[src/rtl/uart_rx_controller.sv]
// UART receive sequencer: two-flop line synchronizer, start/data/stop FSM with
// mid-bit sampling, and a one-entry valid/ready output buffer with error pulses.
module uart_rx_controller #(
   parameter int CLKS_PER_BIT = 16,
   parameter int DATA_BITS    = 8
) (
   input  logic                 clock,
   input  logic                 reset,
   input  logic                 rx,
   output logic [DATA_BITS-1:0] data_out,
   output logic                 data_valid,
   input  logic                 data_ready,
   output logic                 framing_err,
   output logic                 overrun,
   output logic                 busy
);
   localparam int CNT_W = $clog2(CLKS_PER_BIT);
   localparam int IDX_W = $clog2(DATA_BITS + 1);
   localparam logic [CNT_W-1:0] HALF_LAST = CNT_W'(CLKS_PER_BIT / 2 - 1);
   localparam logic [CNT_W-1:0] FULL_LAST = CNT_W'(CLKS_PER_BIT - 1);
   localparam logic [IDX_W-1:0] IDX_LAST  = IDX_W'(DATA_BITS - 1);

   typedef enum logic [1:0] {IDLE, START, DATA, STOP} state_t;

   state_t               state;
   state_t               state_next;
   logic                 rx_p0;
   logic                 rx_s;
   logic [CNT_W-1:0]     cnt;
   logic [IDX_W-1:0]     idx;
   logic [DATA_BITS-1:0] shift;
   logic                 cnt_clr;
   logic                 shift_en;
   logic                 frame_good;
   logic                 frame_bad;

   // Stage p0/p1: synchronizer, reset to idle-high so no false start on release
   always_ff @(posedge clock or negedge reset) begin
      if (!reset) begin
         rx_p0 <= 1'b1;
         rx_s  <= 1'b1;
      end else begin
         rx_p0 <= rx;
         rx_s  <= rx_p0;
      end
   end

   always_ff @(posedge clock or negedge reset) begin
      if (!reset) state <= IDLE;
      else        state <= state_next;
   end

   always_comb begin
      state_next = state;
      cnt_clr    = 1'b0;
      shift_en   = 1'b0;
      frame_good = 1'b0;
      frame_bad  = 1'b0;
      case (state)
         IDLE: begin
            cnt_clr = 1'b1;
            if (!rx_s) state_next = START;
         end
         START: begin
            if (cnt == HALF_LAST) begin
               cnt_clr    = 1'b1;
               state_next = rx_s ? IDLE : DATA;
            end
         end
         DATA: begin
            if (cnt == FULL_LAST) begin
               cnt_clr  = 1'b1;
               shift_en = 1'b1;
               if (idx == IDX_LAST) state_next = STOP;
            end
         end
         STOP: begin
            if (cnt == FULL_LAST) begin
               cnt_clr    = 1'b1;
               frame_good = rx_s;
               frame_bad  = !rx_s;
               state_next = IDLE;
            end
         end
         default: state_next = IDLE;
      endcase
   end

   // Baud counter, bit index and LSB-first shift register
   always_ff @(posedge clock or negedge reset) begin
      if (!reset) begin
         cnt   <= '0;
         idx   <= '0;
         shift <= '0;
      end else begin
         if (cnt_clr) cnt <= '0;
         else         cnt <= cnt + 1'b1;
         if (shift_en) begin
            shift <= {rx_s, shift[DATA_BITS-1:1]};
            idx   <= idx + 1'b1;
         end else if (state != DATA) begin
            idx <= '0;
         end
      end
   end

   // Output buffer: a draining consumer frees the slot in the same cycle a frame lands
   always_ff @(posedge clock or negedge reset) begin
      if (!reset) begin
         data_out    <= '0;
         data_valid  <= 1'b0;
         framing_err <= 1'b0;
         overrun     <= 1'b0;
      end else begin
         framing_err <= frame_bad;
         overrun     <= frame_good && data_valid && !data_ready;
         if (frame_good && (!data_valid || data_ready)) begin
            data_out   <= shift;
            data_valid <= 1'b1;
         end else if (data_valid && data_ready) begin
            data_valid <= 1'b0;
         end
      end
   end

   assign busy = (state != IDLE);

endmodule

[config.mk]
export PLATFORM = sky130hd
export DESIGN_NAME = uart_rx_controller
export DESIGN_NICKNAME = d
export VERILOG_FILES = /design/src/rtl/uart_rx_controller.sv
export SDC_FILE = /design/constraint.sdc
export NUM_CORES = 1
export LEC_CHECK = 0
export ABC_CLOCK_PERIOD_IN_PS = 1600
export BUFFER_PORTS_ARGS = -buffer_cell sky130_fd_sc_hd__buf_2
export CORE_ASPECT_RATIO = 0.5
export CORE_MARGIN = 5
export CORE_UTILIZATION = 46
export DETAILED_ROUTE_END_ITERATION = 10
export PLACE_DENSITY_LB_ADDON = 0.3
export SYNTH_ARGS = -nofsm -noshare
export SYNTH_HDL_FRONTEND = slang
export SYNTH_SLANG_ARGS = --single-unit
[constraint.sdc]
create_clock -name clock -period 1.6 [get_ports clock]
set_input_delay 0.16 -clock clock [delete_from_list [all_inputs] [get_ports clock]]
set_output_delay 0.16 -clock clock [all_outputs]
set_load 0.02 [all_outputs]
Yosys cells after proc, flatten, opt, wreduce, memory -nomap -nowiden --
Index checks and enable logic that the tools add are counted.
Cells by class: $add $sub $neg 2, equality and inequality tests 12, muxes and demuxes 20, reductions and logical operators 14
Operators with widths (count):
- 2-bit two-way mux | 6
- 4-bit two-way mux | 3
- 2-bit != test, second input constant | 6
- 1-bit two-way mux | 9
- 4-bit by 1-bit adder with 4-bit output, second input constant | 2
- 4-bit by 3-bit == test with 1-bit output, second input constant | 2
- 2-bit one-hot mux with 4 select lines | 1
- 2-bit nonzero test | 3
- 5-bit AND reduction | 1
- 2-bit == test, second input constant | 2
- 4-bit == test, second input constant | 1
- 1-bit logical AND | 4
- 1-bit zero test | 3
- 1-bit one-hot mux with 3 select lines | 1
- 2-bit by 1-bit == test with 1-bit output, second input constant | 1
- 2-bit zero test | 1
- 2-bit OR reduction | 1
- 1-bit logical OR | 1
Storage, ports and cells: register bits after elaboration 31, input port bits 4, output and inout port bits 12, logic and storage cells 58

Depth between registers and ports, before layout --
depth in word-level cells 5, mapped depth 4, depth with buffers taken out 4

Least setup slack after synthesis --
OpenSTA, ideal clock, no wires.
path type reg-to-reg, start point register cnt[0], end point register data_out[0], setup time 0.125 ns, arrival 1.489 ns, data required time 1.475 ns, path slack -0.014 ns, stages on the path, launching flop included 5, buffers on the path 0, period minus slack after synthesis 1.614 ns, cell sequence dfrtp_1 -> ha_1 -> nand3_4 -> nor3b_4 -> mux2_2
On the way: cells in the longest elaborated chain, start to end 4
RTL lines:
- start, declared | line 29 | logic [CNT_W-1:0] cnt;
- start signal, assigned | line 97 | else cnt <= cnt + 1'b1;
- 4-bit == test | line 78 | if (cnt == FULL_LAST) begin
- 1-bit two-way mux | line 78
- 1-bit two-way mux | line 59 | case (state)
- 1-bit logical AND | line 117 | if (frame_good && (!data_valid || data_ready)) begin
- end signal, assigned | line 118 | data_out <= shift;
- end, declared | line 10 | output logic [DATA_BITS-1:0] data_out,
Every way passes these cells. A chain may end at the register's enable or synchronous reset.

Worst setup path after layout --
start point register cnt[1], end point register data_out[0]
Same word-level chain as after synthesis.

==> results.yml <==
detailed_routing:
  viasPerCell: 4.839
  vias: 779
  drt-initial-drc-count: 29
  detail_route.wl_per_cell_um: 13.45
  drt-pass1-iter-count: 2
  drtAntennaViolNets: 0
  wl_um: 2165
  drc: 0
synthesis:
  netlist.area_leader.share: 0.5692
  yosys_most_used_dff: "dfrtp_1"
  yosysSeqAreaShare: 0.6104
  async_flop_share: 1.000
  synth_common_cells: "29 x dfrtp_1, 16 x mux2_2, 8 x nor2_1, 4 x nand3_1"
  post-synth-top-count-cell: "dfrtp_1"
  synth.avg_cell_area_um2: 13.56
  yosys-top-cells-area: "dfrtp_1 57%, mux2_2 14%, dfstp_2 4.1%"
  syn-num-nets: 100
  synth_cell_types: 30
  syn_area_um2: 1275
  synth_edf_count: 0
  synth_top_cell_by_area: "dfrtp_1"
  ys_warn_count: 0
  netlist_instances: 94
  synth-seq-cells: 31
cts:
  cts_made_buffers: 5
  root_buffer: "clkbuf_8"
  clockBufferDepth: 2
  worstSkewPairLatency_ns: 0.28
  path_clk_slew_ns: 0.07
  htreeDepth: 2
  cts_tree: "built"
  clock-sinks: 31
pwr:
  seqPwrFrac: 0.493
  p_leak_uw: 0.0007597
  power.internal_uw: 1366
  switching_share: 0.2925
  power.density_nw_per_um2: 1246
  ir_worst_vdd_uv: 524.0
  p_switching_uw: 564.7
  pwr-share-clk: 0.296
  p_total_uw: 1930
  combPwrFrac: 0.211
sta:
  fin_hold_ws_ns: 0.1563
  tightest_slew_ns: 0.6594
  fmaxAchievable_mhz: 652.9
  maxSlewViolCount: 0
  hold_viol_final: 0
  fin_crit_ns: 1.532
  slew_headroom: 0.5604
  period_share: 0.9573
  worst_slack_ns: 0.06827
  setup_viol: 0
  skew_ns: 0.006340
die:
  num_rows: 13
  io_pins: 16
  dieArea_um2: 3988
  die_height_um: 47.23
  dieWidth_um: 84.46
  core-area_um2: 2619
  initial_core_util: 0.4869
cells_and_area:
  synthToLayoutAreaGrowth_pct: 21.49
  num-fill-cells: 205
  n_antenna_cell: 0
  final_nets: 129
  drive_above_1_share: 0.4516
worst_setup_path:
  end_kind: "register"
  path_max_fanout: 8
  arrival_ns: 1.69
  start_kind: "register"
  criticalPathCategory: "reg2reg"
  required_ns: 1.76
placement:
  place_congestion: 0.7369
  dpl_worst_slack_ns: 0.03747
  dpl.hpwl_um: 1508
  io_buffers: 15
global_route:
  grt_max_degree: 32
  antenna_found_initial: 0
  grt_use_total: 0.1334
  grt_pass1_wl_um: 3815
  grt_overflow: 0
  grt_pass1_vias: 811
min_path:
  hold_class: "in2reg"
flow_run:
  max-cap-violations: 0
status:
  status: "completed"
==> power by group through the flow <==
stage	logic, uW	registers, uW	clock network, uW
6_report	407	952	572
5_1_grt	461	964	648
4_1_cts	386	954	598
3_5_place_dp	380	969	0
3_3_place_gp	375	966	0
2_1_floorplan	302	922	0
==> worst paths after layout <==
path	from	endpoint	slack, ns	cells after the start
setup / recovery	cnt[1]	data_out[0]	0.07	5
hold / removal	data_ready	overrun	0.16	3
setup reg to reg	cnt[1]	data_out[0]	0.07	5
hold reg to reg	rx_p0	rx_s	0.36	0
max in group asynchronous	reset	idx[0]	0.73	2
min in group asynchronous	reset	shift[7]	0.45	2
==> state kept, by name, indices dropped and copies added (netlist names), named ones only <==
signal,cells
data_out,8
state,1
shift,8
data_valid,1
rx_p0,1
idx,4
cnt,4
overrun,1
framing_err,1
rx_s,1
==> layout by cell type, fill, tap and decap left out, drive strengths merged <==
cell type | netlist | routed
a22oi | 1 | 1
ha | 2 | 2
dlygate4sd3 | 0 | 2
mux2i | 1 | 1
o32a | 1 | 1
nor2b | 2 | 2
nor3b | 1 | 1
nor2 | 9 | 9
and2 | 1 | 1
dfstp | 2 | 2
xor2 | 3 | 3
or3 | 1 | 1
nand3b | 1 | 1
and3 | 1 | 1
or2b | 1 | 1
inv | 1 | 1
a21oi | 1 | 1
dfrtp | 29 | 29
o22a | 1 | 1
or2 | 2 | 2
nand2b | 1 | 1
xnor2 | 2 | 2
nand3 | 5 | 5
mux2 | 16 | 16
clkinv | 0 | 3
buf | 2 | 22
nand2 | 3 | 3
clkbuf | 0 | 5
nand4 | 1 | 1
o21ai | 1 | 1
nor3 | 2 | 2
==> per-layer routing <==
metal  track usage  wire length (um)
met4       0.07571                31
met3       0.07356               115
met1        0.1491               998
met2        0.2116              1019
met5             0                 0
==> logic make-up after synthesis <==
kind of cell	share of synthesized area
simple gates	0.1472
flops	0.6104
mux	0.1492
compound gates	0.02846
xor+xnor	0.03435
buf+inv	0.01079
fa+ha+maj	0.01962
==> area by class of cell <==
| cell class | count | area [um^2] | share of cell area |
|---|---|---|---|
| Sequential cell | 31 | 778.2 | 0.5024 |
| Tap cell | 37 | 46.29 | 0.02989 |
| Multi-Input combinational cell | 60 | 485.5 | 0.3134 |
| Inverter | 1 | 3.754 | 0.002423 |
| Clock buffer | 5 | 68.82 | 0.04443 |
| Timing Repair Buffer | 24 | 151.4 | 0.09774 |
| Clock inverter | 3 | 15.01 | 0.009693 |
==> worst max-delay path, cell delays in order (launching register included) <==
cell,delay (ns)
dfrtp_1,0.37
ha_2,0.21
nand3_4,0.11
nor3b_4,0.21
buf_6,0.17
mux2_2,0.34
==> per-stage QoR <==
stage | instances | setup TNS [ns] | util | instance area, um^2
6_report | 161 | 0 | 0.5915 | 1549
3_5_place_dp | 150 | 0 | 0.5466 | 1431
3_3_place_gp | 150 | 0 | 0.5466 | 1431
5_1_grt | 161 | -0.07005 | 0.5915 | 1549
2_1_floorplan | 94 | 0 | - | 1275
4_1_cts | 160 | 0 | 0.5862 | 1535
==> repair_timing <==
item / in CTS / in global routing
hold endpoints to repair: 30 / 0
gates resized for setup: 0 / 2
buffers inserted: 0 / 1
hold buffers: 2 / 0
setup endpoints to repair: 0 / 9
No activity file was read; power rests on OpenSTA's default activity.
